--- src/rtl/slip_decoder_pkg.sv ---
// -----------------------------------------------------------------------------
// slip_pkg
// Shared definitions for the SLIP (RFC 1055) frame decoder:
//   SLIP_END / SLIP_ESC / SLIP_ESC_END / SLIP_ESC_ESC  - protocol byte codes
//   slip_state_t                                       - decoder state type
// -----------------------------------------------------------------------------
package slip_pkg;

    localparam logic [7:0] SLIP_END     = 8'hC0;
    localparam logic [7:0] SLIP_ESC     = 8'hDB;
    localparam logic [7:0] SLIP_ESC_END = 8'hDC;
    localparam logic [7:0] SLIP_ESC_ESC = 8'hDD;

    // NORMAL : in a frame (or between frames), bytes decode literally
    // ESCAPED: previous byte was SLIP_ESC, next byte selects the literal
    // DISCARD: frame was aborted, drop everything up to the next SLIP_END
    typedef enum logic [1:0] {
        ST_NORMAL  = 2'd0,
        ST_ESCAPED = 2'd1,
        ST_DISCARD = 2'd2
    } slip_state_t;

endpackage

--- src/rtl/slip_decoder.sv ---
// -----------------------------------------------------------------------------
// slip_decoder
// Decodes a SLIP-encoded byte stream into framed payload bytes.
//
// One decoded byte is always held back in a pending register so that the
// byte that precedes a SLIP_END (or a protocol error) can be tagged as the
// last beat of its frame. Decoded beats leave through a single registered
// output stage with valid/ready handshaking.
//
// Optional feature: define SLIP_DECODER_LENGTH_CHECK_EN to count decoded
// bytes per frame; the byte after MAX_FRAME_LENGTH aborts the frame as a
// protocol error. Without the macro MAX_FRAME_LENGTH is only range-checked.
//
// Ports:
//   clock       in   rising-edge clock
//   reset       in   synchronous, active-high reset
//   in_valid    in   encoded byte available
//   in_ready    out  encoded byte accepted (combinational)
//   in_data     in   encoded byte [7:0]
//   out_valid   out  decoded byte valid
//   out_ready   in   downstream accepts decoded byte
//   out_data    out  decoded byte [7:0]
//   out_last    out  last byte of the frame
//   out_abort   out  with out_last: frame truncated or corrupt
//   frame_error out  one-cycle pulse per detected protocol error
// -----------------------------------------------------------------------------
module slip_decoder
    import slip_pkg::*;
#(
    parameter int MAX_FRAME_LENGTH = 256
) (
    input  logic       clock,
    input  logic       reset,
    input  logic       in_valid,
    output logic       in_ready,
    input  logic [7:0] in_data,
    output logic       out_valid,
    input  logic       out_ready,
    output logic [7:0] out_data,
    output logic       out_last,
    output logic       out_abort,
    output logic       frame_error
);

    if (MAX_FRAME_LENGTH < 2 || MAX_FRAME_LENGTH > 65535) begin : g_bad_max
        $error("slip_decoder: MAX_FRAME_LENGTH must be in 2..65535");
    end

    // ---------------------------------------------------------------------
    // State
    // ---------------------------------------------------------------------
    slip_state_t r_state;
    logic        r_pend_valid;
    logic [7:0]  r_pend_data;
    logic        r_out_valid;
    logic [7:0]  r_out_data;
    logic        r_out_last;
    logic        r_out_abort;
    logic        r_frame_error;

    // ---------------------------------------------------------------------
    // Byte classification for the currently offered input byte
    // ---------------------------------------------------------------------
    logic        w_accept;
    logic        w_plain;       // a decoded payload byte enters the frame
    logic [7:0]  w_byte;        // its value after un-escaping
    logic        w_end;         // clean end of frame
    logic        w_err;         // protocol error: abort current frame
    logic        w_emit;        // pending byte moves to the output stage
    slip_state_t w_next_state;

`ifdef SLIP_DECODER_LENGTH_CHECK_EN
    localparam int LEN_W = $clog2(MAX_FRAME_LENGTH + 1);
    logic [LEN_W-1:0] r_len;
    logic             w_len_full;
    assign w_len_full = (r_len == LEN_W'(MAX_FRAME_LENGTH));
`endif

    // The output stage is the only buffer after the pending byte, so input
    // may advance exactly when that stage is empty or draining this cycle.
    assign in_ready = !r_out_valid || out_ready;
    assign w_accept = in_valid && in_ready;

    always_comb begin
        w_plain      = 1'b0;
        w_byte       = in_data;
        w_end        = 1'b0;
        w_err        = 1'b0;
        w_next_state = r_state;
        case (r_state)
            ST_NORMAL: begin
                if (in_data == SLIP_END) begin
                    w_end = 1'b1;
                end else if (in_data == SLIP_ESC) begin
                    w_next_state = ST_ESCAPED;
                end else begin
                    w_plain = 1'b1;
                end
            end
            ST_ESCAPED: begin
                w_next_state = ST_NORMAL;
                if (in_data == SLIP_ESC_END) begin
                    w_plain = 1'b1;
                    w_byte  = SLIP_END;
                end else if (in_data == SLIP_ESC_ESC) begin
                    w_plain = 1'b1;
                    w_byte  = SLIP_ESC;
                end else if (in_data == SLIP_END) begin
                    // The END still delimits: next byte opens a fresh frame.
                    w_err = 1'b1;
                end else begin
                    w_err        = 1'b1;
                    w_next_state = ST_DISCARD;
                end
            end
            ST_DISCARD: begin
                if (in_data == SLIP_END) begin
                    w_next_state = ST_NORMAL;
                end
            end
            default: begin
                w_next_state = ST_NORMAL;
            end
        endcase
`ifdef SLIP_DECODER_LENGTH_CHECK_EN
        // An over-length byte is dropped and handled like a bad escape.
        if (w_plain && w_len_full) begin
            w_plain      = 1'b0;
            w_err        = 1'b1;
            w_next_state = ST_DISCARD;
        end
`endif
    end

    assign w_emit = r_pend_valid && (w_plain || w_end || w_err);

    // ---------------------------------------------------------------------
    // Sequential: FSM, pending byte, output stage, error pulse
    // ---------------------------------------------------------------------
    always_ff @(posedge clock) begin
        if (reset) begin
            r_state       <= ST_NORMAL;
            r_pend_valid  <= 1'b0;
            r_pend_data   <= 8'h00;
            r_out_valid   <= 1'b0;
            r_out_data    <= 8'h00;
            r_out_last    <= 1'b0;
            r_out_abort   <= 1'b0;
            r_frame_error <= 1'b0;
`ifdef SLIP_DECODER_LENGTH_CHECK_EN
            r_len         <= '0;
`endif
        end else begin
            r_frame_error <= 1'b0;

            if (r_out_valid && out_ready) begin
                r_out_valid <= 1'b0;
            end

            if (w_accept) begin
                r_state <= w_next_state;

                // Loading here overrides the drain above when both happen.
                if (w_emit) begin
                    r_out_valid <= 1'b1;
                    r_out_data  <= r_pend_data;
                    r_out_last  <= w_end || w_err;
                    r_out_abort <= w_err;
                end

                if (w_err) begin
                    r_frame_error <= 1'b1;
                end

                if (w_plain) begin
                    r_pend_valid <= 1'b1;
                    r_pend_data  <= w_byte;
                end else if (w_end || w_err) begin
                    r_pend_valid <= 1'b0;
                end

`ifdef SLIP_DECODER_LENGTH_CHECK_EN
                if (w_plain) begin
                    r_len <= r_len + 1'b1;
                end else if (w_end || w_err) begin
                    r_len <= '0;
                end
`endif
            end
        end
    end

    assign out_valid   = r_out_valid;
    assign out_data    = r_out_data;
    assign out_last    = r_out_last;
    assign out_abort   = r_out_abort;
    assign frame_error = r_frame_error;

endmodule

--- config.mk ---
export PLATFORM = sky130hd
export DESIGN_NAME = slip_decoder
export DESIGN_NICKNAME = d
export VERILOG_FILES = /design/src/rtl/slip_decoder_pkg.sv /design/src/rtl/slip_decoder.sv
export SDC_FILE = /design/constraint.sdc
export NUM_CORES = 1
export LEC_CHECK = 0
export ABC_AREA = 1
export CORE_ASPECT_RATIO = 0.7
export CORE_MARGIN = 2
export CORE_UTILIZATION = 40
export CTS_CLUSTER_DIAMETER = 200
export DETAILED_ROUTE_END_ITERATION = 7
export GPL_ROUTABILITY_DRIVEN = 1
export PLACE_DENSITY_LB_ADDON = 0.15
export SLEW_MARGIN = 40
export SYNTH_ARGS = -nofsm -noshare
export SYNTH_HDL_FRONTEND = slang
export SYNTH_SLANG_ARGS = --single-unit
--- constraint.sdc ---
create_clock -name clock -period 2.8 [get_ports clock]
set_clock_uncertainty 0.05 [all_clocks]
set_input_delay 0.42 -clock clock [delete_from_list [all_inputs] [get_ports clock]]
set_output_delay 0.42 -clock clock [all_outputs]
set_load 0.05 [all_outputs]
# Word-level counts from Yosys, hierarchy flattened
# Cells that the tools add are included.
[op_classes]
bitwise_logic = 1
multipliers = 0
muxes = 26
div = 0
eq_ne = 9
shift = 0
reduce_logical = 15
addsub = 0
magnitude_cmp = 0
[ops]
columns = ["operator", "n"]
rows = [
  ["$eq 8x8->1 const B", 4],
  ["$mux 8", 3],
  ["$mux 1", 15],
  ["$mux 2", 6],
  ["$ne 2x2->1 const B", 3],
  ["$pmux 2 s3", 1],
  ["$reduce_and 2->1", 3],
  ["$logic_or 1x1->1", 4],
  ["$reduce_and 4->1", 1],
  ["$logic_and 1x1->1", 3],
  ["$eq 2x1->1 const B", 1],
  ["$eq 2x2->1 const B", 1],
  ["$logic_not 2->1", 1],
  ["$pmux 1 s2", 1],
  ["$reduce_bool 2->1", 1],
  ["$reduce_or 2->1", 1],
  ["$logic_not 1->1", 1],
  ["$not 1->1", 1],
]
[totals]
rom_bits = 0
out_inout_bits = 13
in_bits = 12
memories = 0
latchBits = 0
wordCells = 59
ramBits = 0
register_bits = 23

# Longest topological paths before layout
# Gate-level depths: netlist (run 1).
[logic_depth]
depth_word = 9
depth_mapped = 12

# Least setup slack after synthesis (run 1)
# OpenSTA, ideal clock, no wires.
[synth_timing]
kind = "reg-to-reg"
startpoint = "register r_out_valid (netlist: out_valid)"
endpoint = "register r_out_last (netlist: out_last)"
path_buffers = 1
setup_time_ns = 0.110
setup_slack_ns = 0.774
arrival_time_ns = 1.866
stages_incl_launch_ff = 9
path_cell_list = "dfxtp_1 -> nand2_1 -> nand2_1 -> inv_1 -> nand3_4 -> buf_6 -> nand2_4 -> inv_2 -> nor2_2"
[synth_between]
elab_chain_cells = 4
[synth_rtl]
columns = ["element", "line", "rtl"]
rows = [
  ["start, declared", "slip_decoder.sv:55", "logic r_out_valid;"],
  ["start signal, assigned", "slip_decoder.sv:145", "r_out_valid <= 1'b0;"],
  ["start signal, assigned", "slip_decoder.sv:157", "r_out_valid <= 1'b0;"],
  ["start signal, assigned", "slip_decoder.sv:165", "r_out_valid <= 1'b1;"],
  ["$logic_not 1->1", "slip_decoder.sv:81", "assign in_ready = !r_out_valid || out_ready;"],
  ["$logic_or 1x1->1", "slip_decoder.sv:81", ""],
  ["via in_ready", "slip_decoder.sv:35", "output logic in_ready,"],
  ["$logic_and 1x1->1", "slip_decoder.sv:82", "assign w_accept = in_valid && in_ready;"],
  ["$reduce_and 2->1 (no source line)", "n/a", ""],
  ["end signal, assigned", "slip_decoder.sv:167", "r_out_last <= w_end || w_err;"],
  ["end, declared", "slip_decoder.sv:57", "logic r_out_last;"],
]
# The timed path passes the listed nets, and every way through them passes these cells.
# A chain may end at the register's enable or synchronous reset.

# Final worst setup path (run 1)
[layout_timing]
startpoint = "input out_ready"
endpoint = "output in_ready"
[layout_between]
elab_chain_cells = 1
[layout_rtl]
columns = ["element", "line", "rtl"]
rows = [
  ["start, declared", "slip_decoder.sv:38", "input logic out_ready,"],
  ["$logic_or 1x1->1", "slip_decoder.sv:81", ""],
  ["end, declared", "slip_decoder.sv:35", ""],
]
# No other way between the ends.

==> results of run 1 <==
worst reg2reg max path, delay by kind of cell (launching register included):
| kind | cells | cell delay, ns |
|---|---|---|
| and+or+nand+nor | 6 | 0.77 |
| AOI/OAI and AO/OA | 1 | 0.18 |
| DFF | 1 | 0.36 |
| buffers and inverters | 1 | 0.07 |
state kept, by name, indices dropped and copies added, names as in the netlist:
| signal | cells |
|---|---|
| out_data | 8 |
| out_valid | 1 |
| out_last | 1 |
| r_pend_valid | 1 |
| out_abort | 1 |
| frame_error | 1 |
| r_state | 2 |
| r_pend_data | 8 |
where the power goes:
group | switching, W | internal (W) | total, W
registers | 0.0000105 | 0.000346 | 0.000357
logic | 0.0000957 | 0.0000563 | 0.000152
clock network | 0.000103 | 0.0000992 | 0.000202
total | 0.000209 | 0.000502 | 0.000711
layout by cell type (no fill, tap or decap), types with 2 or more instances in the layout:
cell	count
nand4_1	3
a21oi_1	11
nand3_1	9
inv_2	5
nand2_1	40
inv_1	22
o21ai_0	5
nor2_2	3
clkbuf_8	3
clkdlybuf4s50_1	24
nor2_1	27
dfxtp_1	23
nor3_1	2
nand2_2	5
layer usage:
metal / routed length (um) / global-route usage (%) / vias up / share of wire, %
li1: - / - / 566 / -
met1: 1160 / 19.7 / 456 / 49
met2: 1060 / 26.3 / 19 / 45
met3: 110 / 4.88 / 2 / 4.7
met4: 13 / 3.00 / 0 / 0.56
met5: 0 / 0 / - / 0
logic make-up after synthesis:
group           Yosys count
flops                    23
buf+inv                  32
compound gates           19
simple gates             93
cell usage after synthesis:
cell type	count	share of area (%)
clkbuf_1	2	0.66
nor2_1	27	8.9
nor3_2	1	0.88
buf_2	1	0.44
nand2_4	1	0.99
o21ai_0	5	2.2
buf_6	2	2.0
a21oi_2	1	0.77
a211oi_1	1	0.66
a31oi_4	1	1.9
nand2_2	5	2.7
inv_1	22	7.2
nand2_1	40	13
a21oi_1	11	4.8
dfxtp_1	23	40
nand3_4	1	1.5
nand4_1	3	1.6
inv_2	5	1.6
nor2_2	3	1.6
nand3_1	9	4.0
nor3_1	2	0.88
nor2_4	1	0.99
worst paths after layout:
check / start / to / slack [ns]
worst min register to register: r_pend_data[5] / r_pend_data[5] / 0.42
worst max register to register: r_state[1] / r_pend_data[2] / 1.24
worst max-delay path: out_ready / in_ready / 0.50
worst min-delay path: r_pend_data[5] / r_pend_data[5] / 0.42
area by class of cell:
class	instances	area, um^2	share of cell area [%]
inverters	27	101	7.02
well taps	36	45.0	3.12
flip-flops and latches	23	460	31.9
repair buffers	25	248	17.2
clock inverters	1	5.00	0.347
multi-input cells	112	543	37.6
clock buffers	3	41.3	2.86
through the flow:
step | setup WS, ns | total power, W
6_report | 0.498 | 0.000711
5_1_grt | 0.436 | 0.000748
4_1_cts | 0.491 | 0.000719
3_3_place_gp | 0.520 | 0.000515
3_5_place_dp | 0.490 | 0.000517
2_1_floorplan | 0.774 | 0.000467
==> results.py, run 1 <==
metrics = {
    "global_route": {
        "grt_max_degree": 20,
        "grt_util_all_layers_pct": 15.6,
        "antenna_found_initial": 0,
        "grt_pass1_wl_mm": 4.00,
        "grt.overflow.total": 0,
        "grt_pass1_vias": 982,
    },
    "sta": {
        "worst_pin_slew_ns": 0.496,
        "tns_ns": 0,
        "maxSlewViolCount": 0,
        "slew_headroom_pct": 66.8,
        "fmax_mhz": 434,
        "fin_crit_sh_pct": 82.2,
        "timing.final.hold_violations": 0,
        "holdWs_ns": 0.416,
        "period_needed_ns": 2.30,
        "rsz0062_at_grt": "no",
        "finalSetupViolCount": 0,
    },
    "setup_path": {
        "r2r_cells": 8,
        "endpoint_kind": "output pin",
        "start_kind": "primary input",
        "crit_path_max_incr_delay_ns": 0.82,
        "cp.required_ns": 2.33,
        "cp_cell_sequence": "clkdlybuf4s50_1 -> inv_1 -> nand2_1 -> clkdlybuf4s50_1",
        "cp.depth": 4,
        "cpMostUsedCell": "clkdlybuf4s50_1",
        "slowest_stage": "clkdlybuf4s50_1",
        "worstPathMaxFanout": 3,
        "crit_type": "in -> out",
        "cp_num_buf_inv": 3,
        "cp_top_family": "buffers and inverters",
        "critPathArrivalTime_ns": 1.83,
    },
    "yosys": {
        "synth_compound_area_share_pct": 10.3,
        "synth_xor_area_share_pct": 0,
        "ys_seq_elements": 23,
        "syn-cell-area_mm2": 0.00114,
        "syn_inst": 167,
        "synth.area.mux_share_pct": 0,
        "synth_top_family_by_area": "simple AND/OR/NAND/NOR gates",
        "synth_nets": 179,
        "yosysUniqueCellTypes": 22,
        "synth_fa_ha_area_share_pct": 0,
        "synth.avg_cell_area_um2": 6.83,
        "synthSimpleGateAreaFrac_pct": 37.3,
        "ys_warn_count": 0,
        "synth-seq-area-share_pct": 40.4,
    },
    "placed_design": {
        "io_buffers": 24,
        "dp_cells": 223,
        "place_congestion": 0.829,
        "dpl.hpwl_mm": 1.77,
        "placed_area_mm2": 0.00140,
    },
    "clock_tree": {
        "clkSinkCount": 23,
        "cts_buffer_depth": 2,
        "clk_pin_slew_ns": 0.08,
        "clk_latency_ns": 0.26,
        "cts_buffers": 3,
        "htreeDepth": 1,
        "cts_tree": "built",
        "cts_hold_buffers": 0,
        "ctsResizeCount": 0,
        "cts_setup_buffers": 0,
        "root_buffer": "clkbuf_8",
    },
    "cells_and_area": {
        "layout-drive-gt1-share_pct": 12.6,
        "antenna_cells": 0,
        "area_growth_pct": 26.7,
        "fillCellCount": 279,
        "layout.nets": 204,
        "post-route-util_pct": 52.3,
        "final_cell_area_mm2": 0.00144,
        "stdcell_count": 227,
    },
    "power_and_ir_drop": {
        "p_leak_nw": 0.675,
        "p_per_area_mw_per_mm2": 493,
        "irDropWorstVdd_uv": 367,
    },
    "floorplan": {
        "die_y_um": 48.7,
        "chipWidth_um": 67.8,
        "die_area_mm2": 0.00330,
        "initial_core_util_pct": 41.3,
        "core_mm2": 0.00276,
        "ioPinCount": 25,
        "std_cell_rows": 16,
    },
    "route": {
        "routed_wl_mm": 2.34,
        "antenna_left": 0,
        "viasPerCell": 4.59,
        "drt_iter0_drc": 36,
        "drc": 0,
        "num_vias": 1043,
        "routedWlPerCell_um": 10.3,
        "drt-pass1-iter-count": 4,
    },
    "status": {
        "outcome": "complete, no violations",
    },
    "run": {
        "max-cap-violations": 0,
    },
    "hold_path": {
        "hold_path_class": "reg -> reg",
        "holdPathStages": 2,
    },
}
Note: power is estimated with default switching activity, not from simulation.
==> run 2: changes to the inputs <==
clock period = 2.1 ns   (was 2.8 ns; I/O delays follow)
==> results.py, run 2 (synthesis results as in run 1) <==
metrics = {
    "cells_and_area": {
        "layout_commonest_cell": "nand2_1",
        "final_cell_area_mm2": 0.00148,
        "layout-drive-gt1-share_pct": 14.4,
        "layout.nets": 208,
        "antenna_cells": 0,
        "area_growth_pct": 30.1,
        "post-route-util_pct": 53.7,
        "final_cell_mix": "40 x nand2_1, 27 x nor2_1, 23 x dfxtp_1, 23 x clkdlybuf4s50_1, 22 x inv_1",
    },
    "sta": {
        "tns_ns": 0,
        "slew_headroom_pct": 66.7,
        "period_needed_ns": 1.84,
        "maxSlewViolCount": 0,
        "fmax_mhz": 543,
        "worst_pin_slew_ns": 0.498,
        "fin_ws_ns": 0.258,
        "rsz0062_at_grt": "no",
        "holdWs_ns": 0.423,
        "timing.final.hold_violations": 0,
        "finalSetupViolCount": 0,
        "fin_crit_sh_pct": 87.7,
    },
    "placed_design": {
        "dpl.hpwl_mm": 1.85,
        "place_congestion": 0.825,
        "placed_area_mm2": 0.00144,
        "dp_slack_ns": -0.000978,
        "io_buffers": 24,
    },
    "route": {
        "viasPerCell": 4.64,
        "drt-pass1-iter-count": 4,
        "drt_iter0_drc": 46,
        "antenna_left": 0,
        "num_vias": 1072,
        "drc": 0,
        "routedWlPerCell_um": 10.4,
        "routed_wl_mm": 2.41,
    },
    "global_route": {
        "grt_pass1_wl_mm": 4.04,
        "grt_max_degree": 20,
        "grt_pass1_vias": 947,
        "grt.overflow.total": 0,
        "grt_util_all_layers_pct": 15.9,
        "antenna_found_initial": 0,
    },
    "setup_path": {
        "cp_top_family": "simple AND/OR/NAND/NOR gates",
        "cp_num_buf_inv": 3,
        "cp.required_ns": 2.21,
        "critPathArrivalTime_ns": 1.95,
        "crit_path_max_incr_delay_ns": 0.47,
        "start_kind": "primary input",
        "worstPathMaxFanout": 12,
        "endpoint_kind": "register",
        "crit_type": "in -> reg",
        "cpMostUsedCell": "nand2_1",
        "cp_cell_sequence": "clkdlybuf4s50_1 -> inv_1 -> nor2_1 -> nand2_1 -> inv_2 -> nand2_1 -> nand2_1 -> nand2_1 -> nand2_2 -> nand2_2 -> a21oi_1 -> nor3_2",
        "slowest_stage": "clkdlybuf4s50_1",
    },
    "floorplan": {
        "std_cell_rows": 16,
        "initial_core_util_pct": 41.3,
        "chipWidth_um": 67.8,
        "core_mm2": 0.00276,
        "die_area_mm2": 0.00330,
        "die_y_um": 48.7,
        "ioPinCount": 25,
    },
    "hold_path": {
        "hold_path_class": "reg -> reg",
    },
    "clock_tree": {
        "cts_tree": "built",
        "clk_latency_ns": 0.26,
        "htreeDepth": 1,
        "cts_buffer_depth": 2,
        "clkSinkCount": 23,
        "cts_setup_buffers": 0,
        "cts_hold_buffers": 0,
        "cts_buffers": 3,
        "clk_pin_slew_ns": 0.08,
        "ctsResizeCount": 0,
        "root_buffer": "clkbuf_8",
    },
    "power_and_ir_drop": {
        "p_leak_nw": 0.697,
        "p_per_area_mw_per_mm2": 645,
        "irDropWorstVdd_uv": 360,
    },
    "status": {
        "outcome": "complete, no violations",
    },
    "run": {
        "max-cap-violations": 0,
    },
}
==> run 2: report_power, final <==
| group | internal (W) | leakage (nW) | switching (W) |
|---|---|---|---|
| Combinational | 0.0000814 | 0.486 | 0.000129 |
| Sequential | 0.000462 | 0.189 | 0.0000144 |
| Clock | 0.000135 | 0.0228 | 0.000134 |
| Total | 0.000679 | 0.697 | 0.000278 |
==> run 2: path summary, 6_finish.rpt <==
kind	startpoint	to	slack [ns]	cells past startpoint
worst max-delay path	in_data[4]	r_pend_data[2]	0.26	12
worst min-delay path	r_pend_data[0]	r_pend_data[0]	0.42	2
worst max register to register	r_state[0]	r_pend_data[2]	0.54	7
worst min register to register	r_pend_data[0]	r_pend_data[0]	0.42	2
==> run 2: routing by layer <==
metal	vias up	global-route usage, %	share of wire (%)
met5	-	0	0
met4	0	3.00	0.33
met3	2	5.58	6.8
met2	30	25.3	45
met1	472	21.0	48
li1	568	-	-
==> run 2: worst register-to-register path, delay by kind of cell (launching register included) <==
kind,cells,cell delay [ns]
AO/OA/AOI/OAI,1,0.19
buffers and inverters,1,0.10
flip-flops,1,0.38
AND/OR/NAND/NOR,5,0.74
==> run 2: area by class of cell <==
cell class                 instances  area [um^2]
tap                               36         45.0
fill                             273         1280
inverter                          27          101
timing repair buffer              29          288
clock buffer                       4         45.0
sequential                        23          460
multi-input combinational        112          543
==> run 2: metrics by stage <==
step	std cells	power (W)
CTS	231	0.000969
floorplan	167	0.000623
global route	231	0.00101
finish	231	0.000956
global placement	227	0.000694
detailed placement	227	0.000698
